$ cat config.mk
export PLATFORM = sky130hd
export DESIGN_NAME = inv_mix_columns_iter
export DESIGN_NICKNAME = d
export VERILOG_FILES = /design/src/rtl/aes_pkg.sv /design/src/rtl/inv_mix_single_column.sv /design/src/rtl/inv_mix_columns_iter.sv
export SDC_FILE = /design/constraint.sdc
export NUM_CORES = 1
export LEC_CHECK = 0
export ABC_AREA = 1
export BUFFER_PORTS_ARGS = -buffer_cell sky130_fd_sc_hd__buf_2
export CAP_MARGIN = 20
export CORE_MARGIN = 2
export CORE_UTILIZATION = 50
export CTS_CLUSTER_DIAMETER = 150
export DETAILED_ROUTE_END_ITERATION = 12
export PLACE_DENSITY_LB_ADDON = 0.2
export REMOVE_ABC_BUFFERS = 1
export SYNTH_ARGS = -nofsm -noshare
export SYNTH_HDL_FRONTEND = slang
export SYNTH_SLANG_ARGS = --single-unit
$ cat constraint.sdc
create_clock -name clk -period 3 [get_ports clk]
set_input_delay 0.6 -clock clk [delete_from_list [all_inputs] [get_ports clk]]
set_output_delay 0.6 -clock clk [all_outputs]
set_load 0.05 [all_outputs]
$ cat src/rtl/aes_pkg.sv
// AES GF(2^8) helpers, state typedefs and FSM encoding shared by the
// InvMixColumns slice (xtime chains only, no general multiplier).
package aes_pkg;

    localparam logic [7:0] AES_POLY = 8'h1B;
    localparam int         AES_NCOL = 4;

    typedef enum logic {
        IDLE = 1'b0,
        RUN  = 1'b1
    } state_e;

    // index 3 holds column 0 so the packed view matches in[127:96]
    typedef logic [AES_NCOL-1:0][31:0] aes_state_t;

    function automatic logic [7:0] xtime(input logic [7:0] x);
        return {x[6:0], 1'b0} ^ (x[7] ? AES_POLY : 8'h00);
    endfunction

    function automatic logic [7:0] gf_mul9(input logic [7:0] x);
        logic [7:0] x2, x4, x8;
        x2 = xtime(x);
        x4 = xtime(x2);
        x8 = xtime(x4);
        return x8 ^ x;
    endfunction

    function automatic logic [7:0] gf_mul0b(input logic [7:0] x);
        logic [7:0] x2, x4, x8;
        x2 = xtime(x);
        x4 = xtime(x2);
        x8 = xtime(x4);
        return x8 ^ x2 ^ x;
    endfunction

    function automatic logic [7:0] gf_mul0d(input logic [7:0] x);
        logic [7:0] x2, x4, x8;
        x2 = xtime(x);
        x4 = xtime(x2);
        x8 = xtime(x4);
        return x8 ^ x4 ^ x;
    endfunction

    function automatic logic [7:0] gf_mul0e(input logic [7:0] x);
        logic [7:0] x2, x4, x8;
        x2 = xtime(x);
        x4 = xtime(x2);
        x8 = xtime(x4);
        return x8 ^ x4 ^ x2;
    endfunction

endpackage

$ cat src/rtl/inv_mix_single_column.sv
// Combinational single-column InvMixColumns (optionally forward MixColumns).
// Ports: col_i (32b column, a0 in [31:24]), col_o (mixed column), fwd_i
// (only with INV_MIX_COLUMNS_FWD_EN: 1 selects the forward matrix).
module inv_mix_single_column
    import aes_pkg::*;
(
`ifdef INV_MIX_COLUMNS_FWD_EN
    input  logic        fwd_i,
`endif
    input  logic [31:0] col_i,
    output logic [31:0] col_o
);

    logic [7:0] a0, a1, a2, a3;
    logic [31:0] inv_col;

    assign a0 = col_i[31:24];
    assign a1 = col_i[23:16];
    assign a2 = col_i[15:8];
    assign a3 = col_i[7:0];

    assign inv_col[31:24] = gf_mul0e(a0) ^ gf_mul0b(a1) ^ gf_mul0d(a2) ^ gf_mul9(a3);
    assign inv_col[23:16] = gf_mul9(a0) ^ gf_mul0e(a1) ^ gf_mul0b(a2) ^ gf_mul0d(a3);
    assign inv_col[15:8]  = gf_mul0d(a0) ^ gf_mul9(a1) ^ gf_mul0e(a2) ^ gf_mul0b(a3);
    assign inv_col[7:0]   = gf_mul0b(a0) ^ gf_mul0d(a1) ^ gf_mul9(a2) ^ gf_mul0e(a3);

`ifdef INV_MIX_COLUMNS_FWD_EN
    logic [7:0]  t0, t1, t2, t3;
    logic [31:0] fwd_col;

    assign t0 = xtime(a0);
    assign t1 = xtime(a1);
    assign t2 = xtime(a2);
    assign t3 = xtime(a3);

    // 3*x == xtime(x) ^ x
    assign fwd_col[31:24] = t0 ^ t1 ^ a1 ^ a2 ^ a3;
    assign fwd_col[23:16] = a0 ^ t1 ^ t2 ^ a2 ^ a3;
    assign fwd_col[15:8]  = a0 ^ a1 ^ t2 ^ t3 ^ a3;
    assign fwd_col[7:0]   = t0 ^ a0 ^ a1 ^ a2 ^ t3;

    assign col_o = fwd_i ? fwd_col : inv_col;
`else
    assign col_o = inv_col;
`endif

endmodule

$ cat src/rtl/inv_mix_columns_iter.sv
// Iterative AES-128 InvMixColumns: one column per clock, start/busy/done.
// Ports: clk, reset_n (async low), start, in/out (128b state), busy, done,
// fwd (only with INV_MIX_COLUMNS_FWD_EN: 1 = forward MixColumns).
module inv_mix_columns_iter
    import aes_pkg::*;
(
    input  logic         clk,
    input  logic         reset_n,
    input  logic         start,
`ifdef INV_MIX_COLUMNS_FWD_EN
    input  logic         fwd,
`endif
    input  logic [127:0] in,
    output logic [127:0] out,
    output logic         busy,
    output logic         done
);

    state_e       state_q, state_d;
    logic [1:0]   col_q, col_d;
    aes_state_t   work_q, work_d;
    logic [127:0] out_q, out_d;
    logic         busy_q, busy_d;
    logic         done_q, done_d;
    logic [1:0]   col_idx;
    logic [31:0]  col_in, col_out;

`ifdef INV_MIX_COLUMNS_FWD_EN
    logic fwd_q, fwd_d;
`endif

    // column 0 lives in the top word of the packed state
    assign col_idx = 2'd3 - col_q;
    assign col_in  = work_q[col_idx];

    inv_mix_single_column u_col (
`ifdef INV_MIX_COLUMNS_FWD_EN
        .fwd_i (fwd_q),
`endif
        .col_i (col_in),
        .col_o (col_out)
    );

    always_ff @(posedge clk or negedge reset_n) begin
        if (!reset_n) begin
            state_q <= IDLE;
            col_q   <= 2'd0;
            work_q  <= '0;
            out_q   <= '0;
            busy_q  <= 1'b0;
            done_q  <= 1'b0;
`ifdef INV_MIX_COLUMNS_FWD_EN
            fwd_q   <= 1'b0;
`endif
        end else begin
            state_q <= state_d;
            col_q   <= col_d;
            work_q  <= work_d;
            out_q   <= out_d;
            busy_q  <= busy_d;
            done_q  <= done_d;
`ifdef INV_MIX_COLUMNS_FWD_EN
            fwd_q   <= fwd_d;
`endif
        end
    end

    always_comb begin
        state_d = state_q;
        col_d   = col_q;
        work_d  = work_q;
        out_d   = out_q;
        busy_d  = busy_q;
        done_d  = 1'b0;
`ifdef INV_MIX_COLUMNS_FWD_EN
        fwd_d   = fwd_q;
`endif
        unique case (state_q)
            IDLE: begin
                if (start) begin
                    state_d = RUN;
                    work_d  = in;
                    col_d   = 2'd0;
                    busy_d  = 1'b1;
`ifdef INV_MIX_COLUMNS_FWD_EN
                    fwd_d   = fwd;
`endif
                end
            end
            RUN: begin
                work_d[col_idx] = col_out;
                col_d           = col_q + 2'd1;
                if (col_q == 2'd3) begin
                    state_d = IDLE;
                    out_d   = work_d;
                    busy_d  = 1'b0;
                    done_d  = 1'b1;
                end
            end
            default: begin
                state_d = IDLE;
            end
        endcase
    end

    assign out  = out_q;
    assign busy = busy_q;
    assign done = done_q;

endmodule
==> metrics.md <==
| Metric | Value |
|---|---|
| Dpl cells | approximately 3,500 |
| WS Path Type | reg2reg |
| Clock root cell | clkbuf_16 |
| Worst-Margin Slew | roughly 0.83 ns |
| First-pass GRT wire length | approximately 100 mm |
| Synthesis Warnings | 0 |
| Hold slack final | approximately 0.013 ns |
| Setup TNS | 0 ns |
| MaxCap Viol Count | 0 |
| Fin cells | 3,533 |
| Final period util | 96.1% |
| Status | complete, no violations |
| Port Buf Inserts | 260 |
| Critical Path RT | about 3.5 ns |
| Slew Viols, Final | 0 |
| Fin nets | 3,186 |
| Vias | 19,200 |
| Syn Inst Count | approximately 2,800 |
| CTS Sinks | 261 |
| Clock buffer depth | 3 |
| R2R Setup Slk | about 0.12 ns |
| GRT overflow | 0 |
| Full die area | between 30,000 and 40,000 um^2 |
| Htree depth | 1 |
| Crit path DAT | 3.33 ns |
| Final setup viols | 0 |
| Area grow syn2layout | 20.3% |
| Min-Delay Path Class | in2async |
| Aggregate global-route resource usage | about 34% |
| Crit-path max FO | 17 |
| Startpoint types | register |
| # DRC | 0 |
| Wire per inst | around 18 um |
| Crit. End Element | register |
| Fmax | around 350 MHz |
| Relative slew slack | approximately 45% |
| Final Skew | around 0.013 ns |
| Initial core utilization | between 50% and 60% |
| Number of fill cells | around 3,300 |
| Initial antenna violation count | 0 |
| Chip width | roughly 190 um |
| Min cycle time layout | between 2 and 3 ns |
| 1st-iter DRT viols | roughly 1,300 |
| Total wire length | roughly 65 mm |
| Row count | 69 |
| Die H | roughly 190 um |
| Largest net degree at the start of global routing | 129 |
| Netlist cell types | 34 |
| CTS clk-pin slew, worst paths | 0.06 ns |
| Pre-CTS setup slack | -0.114 ns |
| Worst-Skew Late Latency | 0.56 ns |
| Mapped Area | between 15,000 and 20,000 um^2 |
| Core ar. | around 36,000 um^2 |
| Post-route ant nets | 0 |
| Hpwl dp | 48.4 mm |
| CTS tree | done |
| Seq/Total Area, Yosys | between 30% and 40% |
| Cts bufs inserted | 28 |
| Layout cells sized above 1 | between 20% and 30% |
| Final WS setup | about 0.12 ns |
| Number of diodes | 0 |
| Syn avg cell area | between 6 and 7 um^2 |
| Gpl congestion | between 1 and 1.5 |
| Vias per cell | approximately 5.4 |
| Vias in the first global route | ~19,000 |
| # IOs | about 260 |
| DR pass1 iterations | 5 |
| Final Hold Fails | 0 |
| Hold Buf Count CTS | 0 |
| Yosys reg bits | around 260 |
| RSZ-0062 raised after global routing | true |
routing by layer:
layer / part of all wire [%] / routed length (um) / up-vias / track usage [%]
met3: 7.0 / 4550 / 123 / 3.89
li1: - / - / 9194 / -
met2: 46 / 29900 / 796 / 56.2
met4: 3.5 / 2260 / 0 / 10.9
met1: 43 / 27900 / 9118 / 46.3
met5: 0 / 0 / - / 0
critical path, cell delays in order (launching register included):
cell	delay [ns]
dfrtp_2	0.49
buf_4	0.20
inv_8	0.15
nand2_1	0.09
nand3_1	0.08
nand2_1	0.20
nand2_1	0.15
nand2_2	0.07
buf_4	0.16
xor2_2	0.23
xnor2_1	0.14
xnor2_1	0.45
nand2_1	0.17
nand3_1	0.11
nand3_1	0.08
state kept, by name (all words and copies together), names as in the netlist:
register / flops
work_q: 128
done: 1
state_q: 1
out: 128
busy: 1
col_q: 2
Yosys cell counts:
cell type	number	area, um^2
buf_6	11	124
dfrtp_1	261	6530
buf_4	5	37.5
o21ai_1	1	5.00
or2_1	1	6.26
xnor2_1	31	272
nor2_1	4	15.0
o211ai_1	6	45.0
nand2_1	1249	4690
a21o_1	3	22.5
xnor2_4	2	55.1
nand2_2	67	419
nand3b_1	1	7.51
nand3_2	23	230
or2_0	1	6.26
buf_2	29	145
inv_1	226	848
clkbuf_1	64	240
xnor2_2	5	81.3
or2_2	43	269
nand2b_1	2	12.5
nand3_1	494	2470
buf_8	2	30.0
nor3_1	1	5.00
xor2_2	13	211
buf_1	14	52.6
nand4_1	4	25.0
nand2_4	12	135
inv_4	1	6.26
ha_1	4	50.1
o21ai_0	85	425
xor2_1	70	613
a21oi_1	2	10.0
inv_2	17	63.8
kinds of logic (layout without fill, tap and decap cells):
kind of cell             count (synthesis)  count (layout)  synth area share, %
flip-flops                             261             261                 36.0
AND/OR/NAND/NOR                       1902            1902                 45.7
buffers and inverters                  369             687                 8.52
AO/OA/AOI/OAI                           97              97                 2.80
adder cells (fa/ha/maj)                  4               4                0.276
XOR/XNOR                               121             121                 6.79
layout make-up:
class,count,area [um^2],area share [%]
clock buffers,36,782,3.58
repair inverters,1,11.3,0.0515
clock inverters,15,205,0.939
repair buffers,391,2500,11.4
multi-input cells,2124,10300,47.2
well taps,461,577,2.64
flip-flops and latches,261,6540,29.9
inverters,244,933,4.27
final timing paths:
kind	start	endpoint	depth (start not counted)
max in group asynchronous	reset_n	out[68]	2
hold / removal	reset_n	done	1
setup reg to reg	col_q[0]	work_q[127]	14
hold reg to reg	out[1]	out[1]	2
min in group clk	in[32]	work_q[32]	3
setup / recovery	col_q[0]	work_q[127]	14
stage by stage:
step	utilization, %	cell area (um^2)
after floorplan	-	17500
after global placement	57.8	20600
after detailed placement	57.8	20600
after CTS	60.7	21600
after global routing	61.3	21900
final	61.3	21900
cell usage in the layout, fill, tap and decap left out, types with 3 or more instances in the layout:
master	n
xnor2_1	28
nand3_1	491
o211ai_1	6
bufinv_16	5
buf_12	16
nor2_1	3
clkinv_2	8
buf_4	114
xor2_1	64
clkbuf_1	4
ha_2	4
buf_2	259
nand2_1	1226
a21o_1	3
nand4_1	4
clkbuf_8	3
inv_1	222
dfrtp_1	258
o21ai_0	85
inv_2	19
clkbuf_16	29
xor2_2	17
nand2_2	82
nand2_4	20
xnor2_2	8
or2_2	43
nand3_2	26
repair_timing:
item | 4_1_cts | 5_1_grt
buffers inserted | 0 | 2
endpoints found under the hold margin | 0 | 0
setup endpoints to repair | 35 | 195
gates resized for setup | 5 | 50
gates cloned | 0 | 1
Power is not shown: default switching activity piles up to over one toggle a cycle in this logic, so the estimate is an artifact.
